## src/rtl/ixc_readback_if.sv

```systemverilog
// Host readback channel of ixc_readback: capture request, probed vector and the chunked valid/ready stream.
// Port P exists only when IXC_READBACK_PARITY_EN is defined.
interface ixc_readback_if #(
  parameter int WIDTH = 106,
  parameter int CHUNK = 32
);
  logic             REQ;
  logic [WIDTH-1:0] R;
  logic             BUSY;
  logic [CHUNK-1:0] D;
  logic             V;
  logic             RDY;
  logic             LAST;
  logic             DROP;
`ifdef IXC_READBACK_PARITY_EN
  logic             P;

  modport master (
    input  REQ, R, RDY,
    output BUSY, D, V, LAST, DROP, P
  );

  modport slave (
    output REQ, R, RDY,
    input  BUSY, D, V, LAST, DROP, P
  );
`else
  modport master (
    input  REQ, R, RDY,
    output BUSY, D, V, LAST, DROP
  );

  modport slave (
    output REQ, R, RDY,
    input  BUSY, D, V, LAST, DROP
  );
`endif
endinterface

```

## src/rtl/ixc_readback.sv

```systemverilog
// Snapshots a WIDTH-bit design vector on REQ and streams it out as CHUNK-bit words, lowest first.
// Optional even-parity output P is enabled by defining IXC_READBACK_PARITY_EN.
module ixc_readback #(
  parameter int WIDTH = 106,
  parameter int CHUNK = 32
) (
  input  logic          CLK,
  input  logic          RST,
  ixc_readback_if.master bus
);

  localparam int NCHUNK = (WIDTH + CHUNK - 1) / CHUNK;
  localparam int IDXW   = (NCHUNK > 1) ? $clog2(NCHUNK) : 1;
  localparam int PADW   = NCHUNK * CHUNK;
  localparam logic [IDXW-1:0] LAST_IDX = IDXW'(NCHUNK - 1);

  typedef enum logic {
    IDLE,
    SEND
  } state_t;

  state_t           state;
  logic [PADW-1:0]  shadow;
  logic [IDXW-1:0]  idx;
  logic [IDXW-1:0]  idx_nxt;
  logic [CHUNK-1:0] d;
  logic             v;
  logic             busy;
  logic             last;
  logic             drop;

  // The shadow is zero-extended to a whole number of chunks, so the top word is padded with zeros.
  function automatic logic [CHUNK-1:0] chunk_at(input logic [PADW-1:0] s,
                                                input logic [IDXW-1:0] i);
    return s[i*CHUNK +: CHUNK];
  endfunction

  assign idx_nxt = idx + 1'b1;

  always_ff @(posedge CLK) begin
    if (RST) begin
      state  <= IDLE;
      shadow <= '0;
      idx    <= '0;
      d      <= '0;
      v      <= 1'b0;
      busy   <= 1'b0;
      last   <= 1'b0;
      drop   <= 1'b0;
    end else begin
      drop <= 1'b0;
      case (state)
        IDLE: begin
          if (bus.REQ) begin
            shadow <= PADW'(bus.R);
            idx    <= '0;
            d      <= chunk_at(PADW'(bus.R), '0);
            v      <= 1'b1;
            busy   <= 1'b1;
            last   <= (NCHUNK == 1);
            state  <= SEND;
          end
        end
        SEND: begin
          // A request while a snapshot is outstanding, including on the final transfer, is refused.
          drop <= bus.REQ;
          if (bus.RDY) begin
            if (idx == LAST_IDX) begin
              state <= IDLE;
              idx   <= '0;
              d     <= '0;
              v     <= 1'b0;
              busy  <= 1'b0;
              last  <= 1'b0;
            end else begin
              idx  <= idx_nxt;
              d    <= chunk_at(shadow, idx_nxt);
              last <= (idx_nxt == LAST_IDX);
            end
          end
        end
        default: state <= IDLE;
      endcase
    end
  end

  assign bus.D    = d;
  assign bus.V    = v;
  assign bus.BUSY = busy;
  assign bus.LAST = last;
  assign bus.DROP = drop;

`ifdef IXC_READBACK_PARITY_EN
  // D is forced to zero whenever V is low, so P is also zero then.
  assign bus.P = ^d;
`endif

endmodule

```

## src/flat_wrapper.sv

```systemverilog
// flat-port wrapper written by rule: the top's interface ports become plain ports
module ixc_readback_flat 
#(
  parameter int WIDTH = 106,
  parameter int CHUNK = 32
)
  (CLK, RST, bus_REQ, bus_R, bus_RDY, bus_BUSY, bus_D, bus_V, bus_LAST, bus_DROP);
  ixc_readback_if #(.WIDTH(WIDTH), .CHUNK(CHUNK)) bus_i ();
  input  logic CLK;
  input  logic RST;
  input wire logic [$bits(bus_i.REQ)-1:0] bus_REQ;
  input wire logic [$bits(bus_i.R)-1:0] bus_R;
  input wire logic [$bits(bus_i.RDY)-1:0] bus_RDY;
  output wire logic [$bits(bus_i.BUSY)-1:0] bus_BUSY;
  output wire logic [$bits(bus_i.D)-1:0] bus_D;
  output wire logic [$bits(bus_i.V)-1:0] bus_V;
  output wire logic [$bits(bus_i.LAST)-1:0] bus_LAST;
  output wire logic [$bits(bus_i.DROP)-1:0] bus_DROP;
  assign bus_i.REQ = bus_REQ;
  assign bus_i.R = bus_R;
  assign bus_i.RDY = bus_RDY;
  assign bus_BUSY = bus_i.BUSY;
  assign bus_D = bus_i.D;
  assign bus_V = bus_i.V;
  assign bus_LAST = bus_i.LAST;
  assign bus_DROP = bus_i.DROP;
  ixc_readback #(.WIDTH(WIDTH), .CHUNK(CHUNK)) u_core (.CLK(CLK), .RST(RST), .bus(bus_i));
endmodule
```

## config.mk

```make
export PLATFORM = sky130hd
export DESIGN_NAME = ixc_readback_flat
export DESIGN_NICKNAME = d
export VERILOG_FILES = /design/src/rtl/ixc_readback_if.sv /design/src/rtl/ixc_readback.sv /design/src/flat_wrapper.sv
export SDC_FILE = /design/constraint.sdc
export NUM_CORES = 1
export LEC_CHECK = 0
export BUFFER_PORTS_ARGS = -buffer_cell sky130_fd_sc_hd__buf_4
export CAP_MARGIN = 20
export CORE_ASPECT_RATIO = 0.75
export CORE_MARGIN = 10
export CORE_UTILIZATION = 58
export DETAILED_ROUTE_END_ITERATION = 7
export PLACE_DENSITY = 0.85
export SLEW_MARGIN = 20
export SYNTH_ARGS = -nofsm -noshare
export SYNTH_HDL_FRONTEND = slang
export SYNTH_SLANG_ARGS = --single-unit
```

## constraint.sdc

```tcl
create_clock -name CLK -period 4.16 [get_ports CLK]
set_input_delay 0.208 -clock CLK [delete_from_list [all_inputs] [get_ports CLK]]
set_output_delay 0.208 -clock CLK [all_outputs]
set_load 0.05 [all_outputs]
```

Word level (Yosys, flattened, before mapping)
Cells that the tools add are included.
{"block": "totals", "ff_bits": 144, "in_bits": 110, "output_inout_bits": 36, "elab_cells": 39}
{"block": "classes", "add_sub_neg": 1, "eq_ne": 5, "shifts": 1, "mux": 20, "bitwise_logic": 1, "n_reduce_logical": 4}
{"cell": "128-bit by 8-bit variable part select with 32-bit output", "n": 1}
{"cell": "32-bit 2-to-1 mux", "n": 3}
{"cell": "32-bit case mux with 2 select lines", "n": 1}
{"cell": "1-bit 2-to-1 mux", "n": 9}
{"cell": "2-bit 2-to-1 mux", "n": 3}
{"cell": "2-bit != test (second input constant)", "n": 3}
{"cell": "1-bit case mux with 2 select lines", "n": 3}
{"cell": "2-bit == test (second input constant)", "n": 2}
{"cell": "2-bit case mux with 2 select lines", "n": 1}
{"cell": "2-bit AND reduction", "n": 2}
{"cell": "3-bit AND reduction", "n": 1}
{"cell": "2-bit by 1-bit adder with 2-bit output (second input constant)", "n": 1}
{"cell": "2-bit OR reduction", "n": 1}
{"cell": "1-bit inverter", "n": 1}

Logic depth before layout (Yosys ltp)
Gate-level depths: netlist (run 1).
{"block": "logic_depth", "depth_word": 5, "ltp_mapped": 10, "depth_no_buf": 5}

Least setup slack after synthesis (run 1)
OpenSTA, ideal clock, no wires.
{"block": "synth_path", "path_type": "reg2reg", "from": "reg u_core.idx[0]", "to": "reg u_core.d[0] (netlist: u_core.bus.D[0])", "setup_time_ns": 0.088, "arrival_time_ns": 1.952, "required_ns": 4.072, "setup_slack_ns": 2.120, "stages_incl_launch_ff": 10, "n_path_buf": 4, "period_less_slack_ns": 2.040, "path_cell_list": "dfxtp_1 buf_4 buf_2 buf_4 inv_1 ha_1 buf_4 nor3b_4 nand2_1 a311oi_2"}
{"block": "synth_between", "elab_chain_len": 5, "elab_cells_between_ends": 6, "classes_between": "1 x add/sub; 1 x eq/ne; 1 x shift; 3 x mux"}
{"item": "start, declared", "line": "ixc_readback.sv:24", "text": "logic [IDXW-1:0] idx;"}
{"item": "start signal, assigned", "line": "ixc_readback.sv:76", "text": "idx <= idx_nxt;"}
{"item": "2-bit by 1-bit adder with 2-bit output", "line": "ixc_readback.sv:38", "text": "assign idx_nxt = idx + 1'b1;"}
{"item": "128-bit by 8-bit variable part select with 32-bit output", "line": "ixc_readback.sv:35", "text": "return s[i*CHUNK +: CHUNK];"}
{"item": "32-bit 2-to-1 mux (*)", "line": "ixc_readback.sv:68", "text": "if (idx == LAST_IDX) begin"}
{"item": "32-bit 2-to-1 mux (*)", "line": "ixc_readback.sv:67", "text": "if (bus.RDY) begin"}
{"item": "32-bit case mux with 2 select lines (*)", "line": "ixc_readback.sv:52", "text": "case (state)"}
{"item": "end signal, assigned", "line": "ixc_readback.sv:57", "text": "d <= chunk_at(PADW'(bus.R), '0);"}
{"item": "end signal, assigned", "line": "ixc_readback.sv:77", "text": "d <= chunk_at(shadow, idx_nxt);"}
{"item": "end, declared", "line": "ixc_readback.sv:26", "text": "logic [CHUNK-1:0] d;"}
Every way passes the cells marked *; elsewhere a longest branch is shown, timed or not. The select of a mux whose other input is x is not followed.
A chain may end at the register's enable or synchronous reset.

Worst setup path in the final report (run 1)
{"block": "layout_path", "from": "reg u_core.state", "to": "reg u_core.d[14] (netlist: u_core.bus.D[14])"}
{"block": "layout_between", "elab_chain_len": 3, "elab_cells_between_ends": 5, "classes_between": "2 x eq/ne; 1 x mux; 1 x bitwise; 1 x reduce/logical"}
{"item": "start, declared", "line": "ixc_readback.sv:22", "text": "state_t state;"}
{"item": "start signal, assigned", "line": "ixc_readback.sv:42", "text": "state <= IDLE;"}
{"item": "start signal, assigned", "line": "ixc_readback.sv:61", "text": "state <= SEND;"}
{"item": "start signal, assigned", "line": "ixc_readback.sv:69", "text": "state <= IDLE;"}
{"item": "1-bit inverter (no source line)"}
{"item": "2-bit != test (no source line)"}
{"item": "2-bit AND reduction (no source line)"}
Several ways; a longest one is shown, not always the timed one.

==> results of run 1 <==
[area by class of cell]
| cell class | count | share of cell area, % |
|---|---|---|
| Tap cell | 136 | 2.20 |
| Timing Repair Buffer | 151 | 14.7 |
| Clock inverter | 13 | 2.10 |
| Clock buffer | 19 | 5.73 |
| Sequential cell | 144 | 37.3 |
| Multi-Input combinational cell | 544 | 37.8 |
| Inverter | 2 | 0.0971 |
[power groups by stage]
| stage | Sequential (uW) | Combinational, uW | Clock [uW] |
|---|---|---|---|
| floorplan | 1640 | 278 | 0 |
| finish | 1520 | 552 | 1550 |
| global route | 1530 | 598 | 1620 |
| detailed placement | 1550 | 550 | 0 |
| global placement | 1550 | 538 | 0 |
| CTS | 1520 | 553 | 1560 |
[cell usage in the layout, fill, tap and decap left out, drive strengths merged, types with 4 or more instances in the layout]
cell / Yosys / layout
a211oi: 22 / 22
a21o: 22 / 22
a21oi: 109 / 109
a311oi: 10 / 10
buf: 49 / 151
clkbuf: 20 / 19
clkinv: 0 / 6
dfxtp: 144 / 144
mux2: 21 / 21
nand2: 234 / 234
nand3: 4 / 4
nand3b: 22 / 22
nor2: 36 / 36
o2111ai: 22 / 22
o21ai: 33 / 33
[per-stage QoR]
step | area (um2) | util [%] | setup WS (ns)
3_5_place_dp | 7120 | 68.7 | 1.94
4_1_cts | 7730 | 74.5 | 1.90
2_1_floorplan | 6210 | - | 2.12
6_report | 7730 | 74.6 | 1.88
5_1_grt | 7730 | 74.6 | 1.70
3_3_place_gp | 7120 | 68.7 | 2.02
[critical path: stages, from the launching register on]
cell,delay (ns)
sky130_fd_sc_hd__dfxtp_1,0.55
sky130_fd_sc_hd__nand2b_4,0.76
sky130_fd_sc_hd__buf_4,0.43
sky130_fd_sc_hd__o21ai_0,0.16
sky130_fd_sc_hd__a211oi_1,0.26
[worst max path at each step]
stage	depth (start not counted)	endpoint	slack, ns
6_report	4	u_core.bus.D[14]$_SDFFE_PP0P_	1.88
5_1_grt	4	u_core.bus.D[14]$_SDFFE_PP0P_	1.70
4_1_cts	4	u_core.bus.D[14]$_SDFFE_PP0P_	1.90
3_5_place_dp	4	u_core.bus.D[15]$_SDFFE_PP0P_	1.94
3_3_place_gp	4	u_core.bus.D[28]$_SDFFE_PP0P_	2.02
2_1_floorplan	9	u_core.bus.D[0]$_SDFFE_PP0P_	2.12
[cells by family (layout without fill, tap and decap cells)]
logic type	Yosys count	in the layout	share of synthesized area (%)
compound gates	219	219	22.3
flops	144	144	46.5
fa+ha+maj	2	2	0.403
mux	21	21	3.87
buf+inv	71	185	6.53
simple gates	302	302	20.4
[metal layers]
layer	track usage (%)	up-vias
li1	-	2803
met1	27.6	2651
met2	35.2	232
met3	5.39	22
met4	6.24	0
met5	0	-
[registers in the layout, indices dropped and copies added (netlist names)]
signal	flops
u_core.bus.D	32
u_core.bus.DROP	1
u_core.bus.LAST	1
u_core.bus.V	1
u_core.idx	2
u_core.shadow	106
u_core.state	1
==> results.md, run 1 <==
Floorplan:
- The floorplan row count is 32.
- The placeable core region is 10,400 um2.
- The die is 110 um tall.
- The width of the die is 139 um.
- The die area is 15,300 um2.
- The effective utilization at floorplan is 59.8%.
- The number of placed I/O pins is 146.

Routing:
- The iteration-0 DRC count of the detailed router is 585.
- Dividing the detail-routed via count by the number of cells gives 5.66.
- The total met2 wirelength after detailed routing is 8.28 mm.
- The wire length on met1 is 7.38 mm.
- The number of iterations in the first detailed-routing pass is 6.
- The remaining routing DRC violations is 0.
- Wire segments on met3 add up to 1.37 mm in the final route.
- In the final routed layout, each cell accounts on average for 17.1 um.
- The total via count after detailed routing is 5,708.
- After detailed routing, no signal wire sits above met4.
- The count of nets left with antenna violations once routing finished came out at 0.
- For this block, the routed nets add up to 17.2 mm of wire.

Worst setup path:
- The startpoint identified for the worst register-to-register timing path is u_core.state$_SDFF_PP0_.
- The startpoint of the most critical setup path is u_core.state$_SDFF_PP0_.
- The arrival time of data at the critical path endpoint is 2.60 ns.
- The peak fanout along the critical path is 82.
- The worst setup slack for register-to-register paths is 1.88 ns.
- STA classifies the critical path endpoint as a register.
- The cell depth of the worst flop-to-flop path is 4.
- The critical path in this run is classified as reg2reg.
- The endpoint identified for the worst register-to-register timing path is u_core.bus.D[14]$_SDFFE_PP0P_.
- For the worst setup path, the data required time is 4.49 ns.
- The category of the worst setup path launch point is a register.

Yosys:
- In the synthesized netlist, the cells that appear most often are 232 x sky130_fd_sc_hd__nand2_1, 144 x sky130_fd_sc_hd__dfxtp_1, 109 x sky130_fd_sc_hd__a21oi_1, 36 x sky130_fd_sc_hd__nor2_1, 32 x sky130_fd_sc_hd__o21ai_0.
- The post-synth net total is 871.
- The top flip-flop cell by instance count after synthesis is sky130_fd_sc_hd__dfxtp_1.
- By area the synthesized netlist is led by sky130_fd_sc_hd__dfxtp_1 46%, sky130_fd_sc_hd__nand2_1 14%, sky130_fd_sc_hd__a21oi_1 8.8%, sky130_fd_sc_hd__mux2_2 3.6%, sky130_fd_sc_hd__o2111ai_1 3.1%.
- The warning count from the yosys run is 0.
- Synthesis handed over a netlist of 759 instances.
- The synthesized area per cell is 8.18 um2.
- The synthesized design devotes to its leading area cell type 46.5% of total area.
- The distinct cell type count after synthesis is 30.
- The cell taking the most area after synthesis is sky130_fd_sc_hd__dfxtp_1.
- The synthesized design contains 144 register bits.
- In this run, synthesis inferred 0 flip-flops with an integrated enable.
- After synthesis, the share of flip-flops with an asynchronous set or reset is 0%.
- The mapped netlist covers 6210 um2.
- The proportion of synthesized chip area in sequential cells is 46.5%.
- The most frequent cell after synthesis is sky130_fd_sc_hd__nand2_1.

CTS:
- The root buffer cell chosen for the clock tree is sky130_fd_sc_hd__clkbuf_16.
- No sink is reached through more buffers than the 2 on the longest clock path.
- Once the clock tree was built, the setup fixing pass inserted 0 buffers.
- Clock-pin slew was measured on the worst setup and hold paths at 0.06 ns.
- The count of clock tree sinks is 144.
- The quantity of gates resized following cts is 0.
- The number of buffers inserted for hold repair after clock tree synthesis is 0.
- The maximum level of the CTS H-tree is 4.
- The clock insertion delay at the later pin of the skew report is 0.41 ns.
- TritonCTS created 17 clock buffers.
- The clock tree from TritonCTS is done.

Min path:
- The worst hold path passes through 3 cells.
- The class of the worst hold path is in2reg.
- The worst hold path begins at bus_R[74].
- For hold timing, the worst endpoint is u_core.shadow[74]$_SDFFE_PP0P_.

Power and ir drop:
- The relative contribution of sequential cells to total power is 42.0%.
- The combinational share of power is 15.2%.
- The leakage power is 0.00310 uW.
- For this design the ratio of total power to cell area is 469 nW/um2.
- The total power consumption of the routed design is 3630 uW.
- The clock network is responsible for 42.8% of the overall power.
- The switching power total is 988 uW.
- The switching power as a share of total power is 27.2%.
- Cell internal power was estimated by the tool at 2640 uW.
- The worst IR drop on VDD is 322 uV.

Global routing:
- The first global-routing pass estimated 27.2 mm of wire.
- The pin count of the biggest net entering global routing is 115.
- The via count of the first global-routing pass is 5,471.
- The total global routing track utilization is 21.4%.
- The initial antenna violation count came to 0.
- The remaining global-route overflow is 0.

Status:
- The flow ran to the end, and the final reports show no timing, DRC or antenna violations.

Layout:
- The number of standard cells in the layout, taps in and fillers out is 1,009.
- The multi-input combinational cell area is 2930 um2.
- The share of final-layout standard cells stronger than drive strength 1 is 25.0%.
- The number of fillers in the final layout is 778.
- The number of antenna diodes in the final layout is 0.
- Registers take 2890 um2.
- The number of nets in the layout is 972.
- The layout-stage area growth over the synthesis result is 24.6%.

STA:
- In this run the tightest slew margin relative to its limit is 35.8%.
- Timing would allow up to 0.439 GHz.
- Of the available clock period, the critical path in the final layout requires 54.7%.
- After layout, the minimum clock period comes to 2.28 ns.
- On the final layout, the worst clock skew is 0.00868 ns.
- The tightest hold path in the finished design has a slack of 0.0385 ns.
- In the final timing run, aggregate negative setup slack is 0 ns.
- Setup repair after global routing left no endpoint under its margin.
- The number of endpoints with negative hold slack in the final report is 0.
- The setup-violating endpoint count in the final report is 0.
- For the pin with the worst max-slew slack, the measured transition is 0.964 ns.
- The number of max-slew violations in the final report is 0.

Placed design:
- Summed over all nets, the half-perimeter wirelength after detailed placement is 11.1 mm.
- The cell count after placement is 977.
- The port buffer count is 145.
- Routability-driven placement finished with a final weighted congestion of 0.814.

Flow run:
- The count of maximum capacitance violations is 0.
(Power assumes the default switching activity.)
==> run 2, diff against run 1 <==
Settings changed: CORE_UTILIZATION 58 to 54, PLACE_DENSITY 0.85 to 0.8.
Clock period 4.16 ns to 2.1 ns, I/O delays scaled along.
==> run 2 against run 1 <==
Flip-flop and latch count unchanged. Wire length is 17% higher. Die area grew 6.2%. Register-to-register slack worse by 1.6 ns. Total power grew 110%. Global-route usage increased by 3.2 points. Maximum frequency rose by 23%. Combinational power grew 140%. Via count grew 11%. Sequential power up 99%. First-iteration DRC count down 26%. Count of clock-buffer cells in the layout stayed put. Critical endpoint is now u_core.bus.D[4]$_SDFFE_PP0P_.
==> results.md, run 2 (synthesis results as in run 1) <==
Layout:
- The layout-stage area growth over the synthesis result is 44.7%.
- The number of nets in the layout is 1,089 (+12%).
- More flip-flops sit in one register than any other, and that register is u_core.shadow.
- The number of standard cells in the layout, taps in and fillers out is 1,132 (+12%).
- Leaving out fill and tap cells, the most frequent cells in the layout are 232 x sky130_fd_sc_hd__nand2_1, 157 x sky130_fd_sc_hd__buf_4, 143 x sky130_fd_sc_hd__dfxtp_1.
- The final instance area came to 8980 um2 (+16%).
- The number of flip-flops under the largest register name is 106 (unchanged).
- The share of final-layout standard cells stronger than drive strength 1 is 23.3% (-1.6 points).
- The most common library cell in the layout ignoring fill and taps is sky130_fd_sc_hd__nand2_1.

CTS:
- The clock insertion delay at the later pin of the skew report is 0.41 ns (about the same).
- The clock-pin slew reported for the worst setup and hold paths after clock tree synthesis was 0.06 ns (about the same).
- The maximum buffer depth of the clock tree came to 2 (unchanged).
- The buffer count from post-CTS setup fixing is 0 (unchanged).
- The count of clock tree sinks is 144 (unchanged).
- The number of CTS-inserted buffers is 17 (unchanged).
- TritonCTS built the clock tree.
- The tree is rooted in a sky130_fd_sc_hd__clkbuf_16.
- The maximum level of the CTS H-tree was 4 (unchanged).

STA:
- The time the worst path needs with I/O delays and setup is 1.85 ns (-0.424 ns).
- Setup repair after global routing left no endpoint under its margin.
- The timing-limited maximum frequency is 0.540 GHz (+23%).
- The worst-margin pin slew is 0.565 ns (-0.399 ns).
- The setup-violating endpoint count in the final report is 0 (unchanged).
- The worst relative slew slack came to 62.3% (+27 points).
- The final clock period utilization by the worst path is 88.2% (+34 points).
- The clock skew came to 0.00765 ns (-0.00103 ns).
- The number of endpoints with negative hold slack in the final report was 0 (unchanged).
- The number of max-slew violations in the final report is 0 (unchanged).
- The setup TNS came to 0 ns (unchanged).

Worst setup path:
- STA classifies the critical path startpoint as a register.
- The type of element capturing the critical path is a register.
- The cell with the largest stage delay on the worst path is sky130_fd_sc_hd__nor3b_4.
- The maximum single-stage delay on the critical path was 0.52 ns (-0.24 ns).
- The signal on the critical path passes through inv_1 -> ha_2 -> nor3b_4 -> nand2_1 -> a311oi_2.
- The arrival time of data at the critical path endpoint is 2.16 ns (-0.44 ns).
- The data required time of the critical path is 2.41 ns (-2.08 ns).
- By startpoint and endpoint, the worst setup path is classified as reg2reg.
- The peak fanout along the critical path is 10 (-88%).

Floorplan:
- The die outline height is 113 um (+3.0%).
- The die area is 16,200 um2 (+6.2%).
- The number of placed I/O pins is 146 (unchanged).
- The placeable core region is 11,100 um2 (+6.7%).
- The floorplan row count is 33 (+3.1%).
- The width of the die is 144 um (+3.1%).
- The effective utilization at floorplan came to 56.1% (-3.8 points).

Power and ir drop:
- The worst IR drop on VDD is 666 uV (+110%).
- The power density normalized to cell area is 839 nW/um2 (+79%).
- The leakage power is 0.00362 uW (+17%).

Routing:
- The number of iterations in the first detailed-routing pass was 5 (-1).
- The routed length per instance is 17.9 um (+4.5%).
- The number of routed nets with antenna violations is 0 (unchanged).
- The remaining routing DRC violations is 0 (unchanged).
- The wire length after detailed routing is 20.2 mm (+17%).
- The total via count after detailed routing is 6,360 (+11%).
- The post-detailed-route via-to-cell ratio is 5.62 (-0.68%).
- The iteration-0 DRC count of the detailed router is 430 (-26%).

Global routing:
- The initial antenna violation count is 2 (+2).
- The via count of the first global-routing pass is 6,370 (+16%).
- The total global routing track utilization is 24.6% (+3.2 points).
- The first-pass GRT wire length is 32.6 mm (+20%).
- The remaining global-route overflow is 0 (unchanged).
- The pin count of the biggest net entering global routing came to 63 (-45%).

Placed design:
- The half-perimeter wire length after placement is 11.9 mm (+6.5%).
- The final weighted congestion of routability-driven global placement is 0.838 (+3.0%).
- The port buffer count is 145 (unchanged).
- The placement-stage cell area is 7300 um2 (+2.4%).
- The cell count after placement came to 993 (+1.6%).

Min path:
- The min-delay analysis places its worst path in the category in2reg.

Flow run:
- The count of maximum capacitance violations is 0 (unchanged).

Status:
- The run finished with clean final reports.
run 2: changes by cell type in the layout (fill, tap and decap cells not counted), sizes merged:
cell,before,now
dlygate4sd3,0,105
buf,151,163
clkinv,6,1
clkinvlp,3,6
diode,0,2
bufinv,3,4
inv,3,4
run 2: critical path, delay by kind of cell (launching register included):
kind | cells | cell delay (ns)
simple gates | 2 | 0.69
buf+inv | 1 | 0.05
compound gates | 1 | 0.33
flops | 1 | 0.36
fa+ha+maj | 1 | 0.32
run 2: what timing repair did:
item                                   in CTS  in global routing
endpoints found under the hold margin     105                  0
hold buffers                              105                  0
setup endpoints to repair                   0                  0
resized for setup                           0                  0
run 2: worst paths after layout:
kind                                                     start  cells past startpoint  slack [ns]                        endpoint
worst min register to register  u_core.shadow[23]$_SDFFE_PP0P_                      2        0.45  u_core.shadow[23]$_SDFFE_PP0P_
worst min-delay path                                 bus_R[99]                      3        0.02  u_core.shadow[99]$_SDFFE_PP0P_
worst max-delay path                u_core.idx[0]$_SDFFE_PP0P_                      5        0.25    u_core.bus.D[4]$_SDFFE_PP0P_
worst max register to register      u_core.idx[0]$_SDFFE_PP0P_                      5        0.25    u_core.bus.D[4]$_SDFFE_PP0P_
run 2: stage by stage:
| stage | hold slack (ns) | total power, uW | setup slack (ns) | util (%) |
|---|---|---|---|---|
| 3_3_place_gp | 0.352 | 4170 | 0.496 | 65.9 |
| 3_5_place_dp | 0.362 | 4210 | 0.381 | 65.9 |
| 5_1_grt | 0.00208 | 7780 | 0.186 | 81.2 |
| 2_1_floorplan | 0.226 | 3800 | 0.0599 | - |
| 4_1_cts | 0.00343 | 7510 | 0.379 | 81.1 |
| 6_report | 0.0155 | 7530 | 0.247 | 81.2 |
run 2: cell type report:
cell class	count	area, um2
multi-input cells	544	2930
flip-flops and latches	144	2890
repair buffers	268	2350
fillers	677	2090
clock buffers	19	443
clock inverters	13	185
well taps	140	175
inverters	2	7.51
diodes	2	5.00
run 2: where the power goes:
part	leakage, uW	internal (uW)	total [uW]	switching, uW
clock network	0.000288	2020	3190	1170
registers	0.00119	2910	3020	106
logic	0.00214	581	1330	747
total	0.00362	5510	7530	2020
run 2: per-layer routing:
layer | share of wire [%] | vias to the layer above | GRT usage [%] | routed length, um
met5 | 0 | - | 0 | 0
met4 | 1.8 | 0 | 8.01 | 369
met2 | 51 | 251 | 42.3 | 10200
met1 | 40 | 3044 | 28.8 | 8180
met3 | 7.1 | 38 | 7.02 | 1440
li1 | - | 3027 | - | -
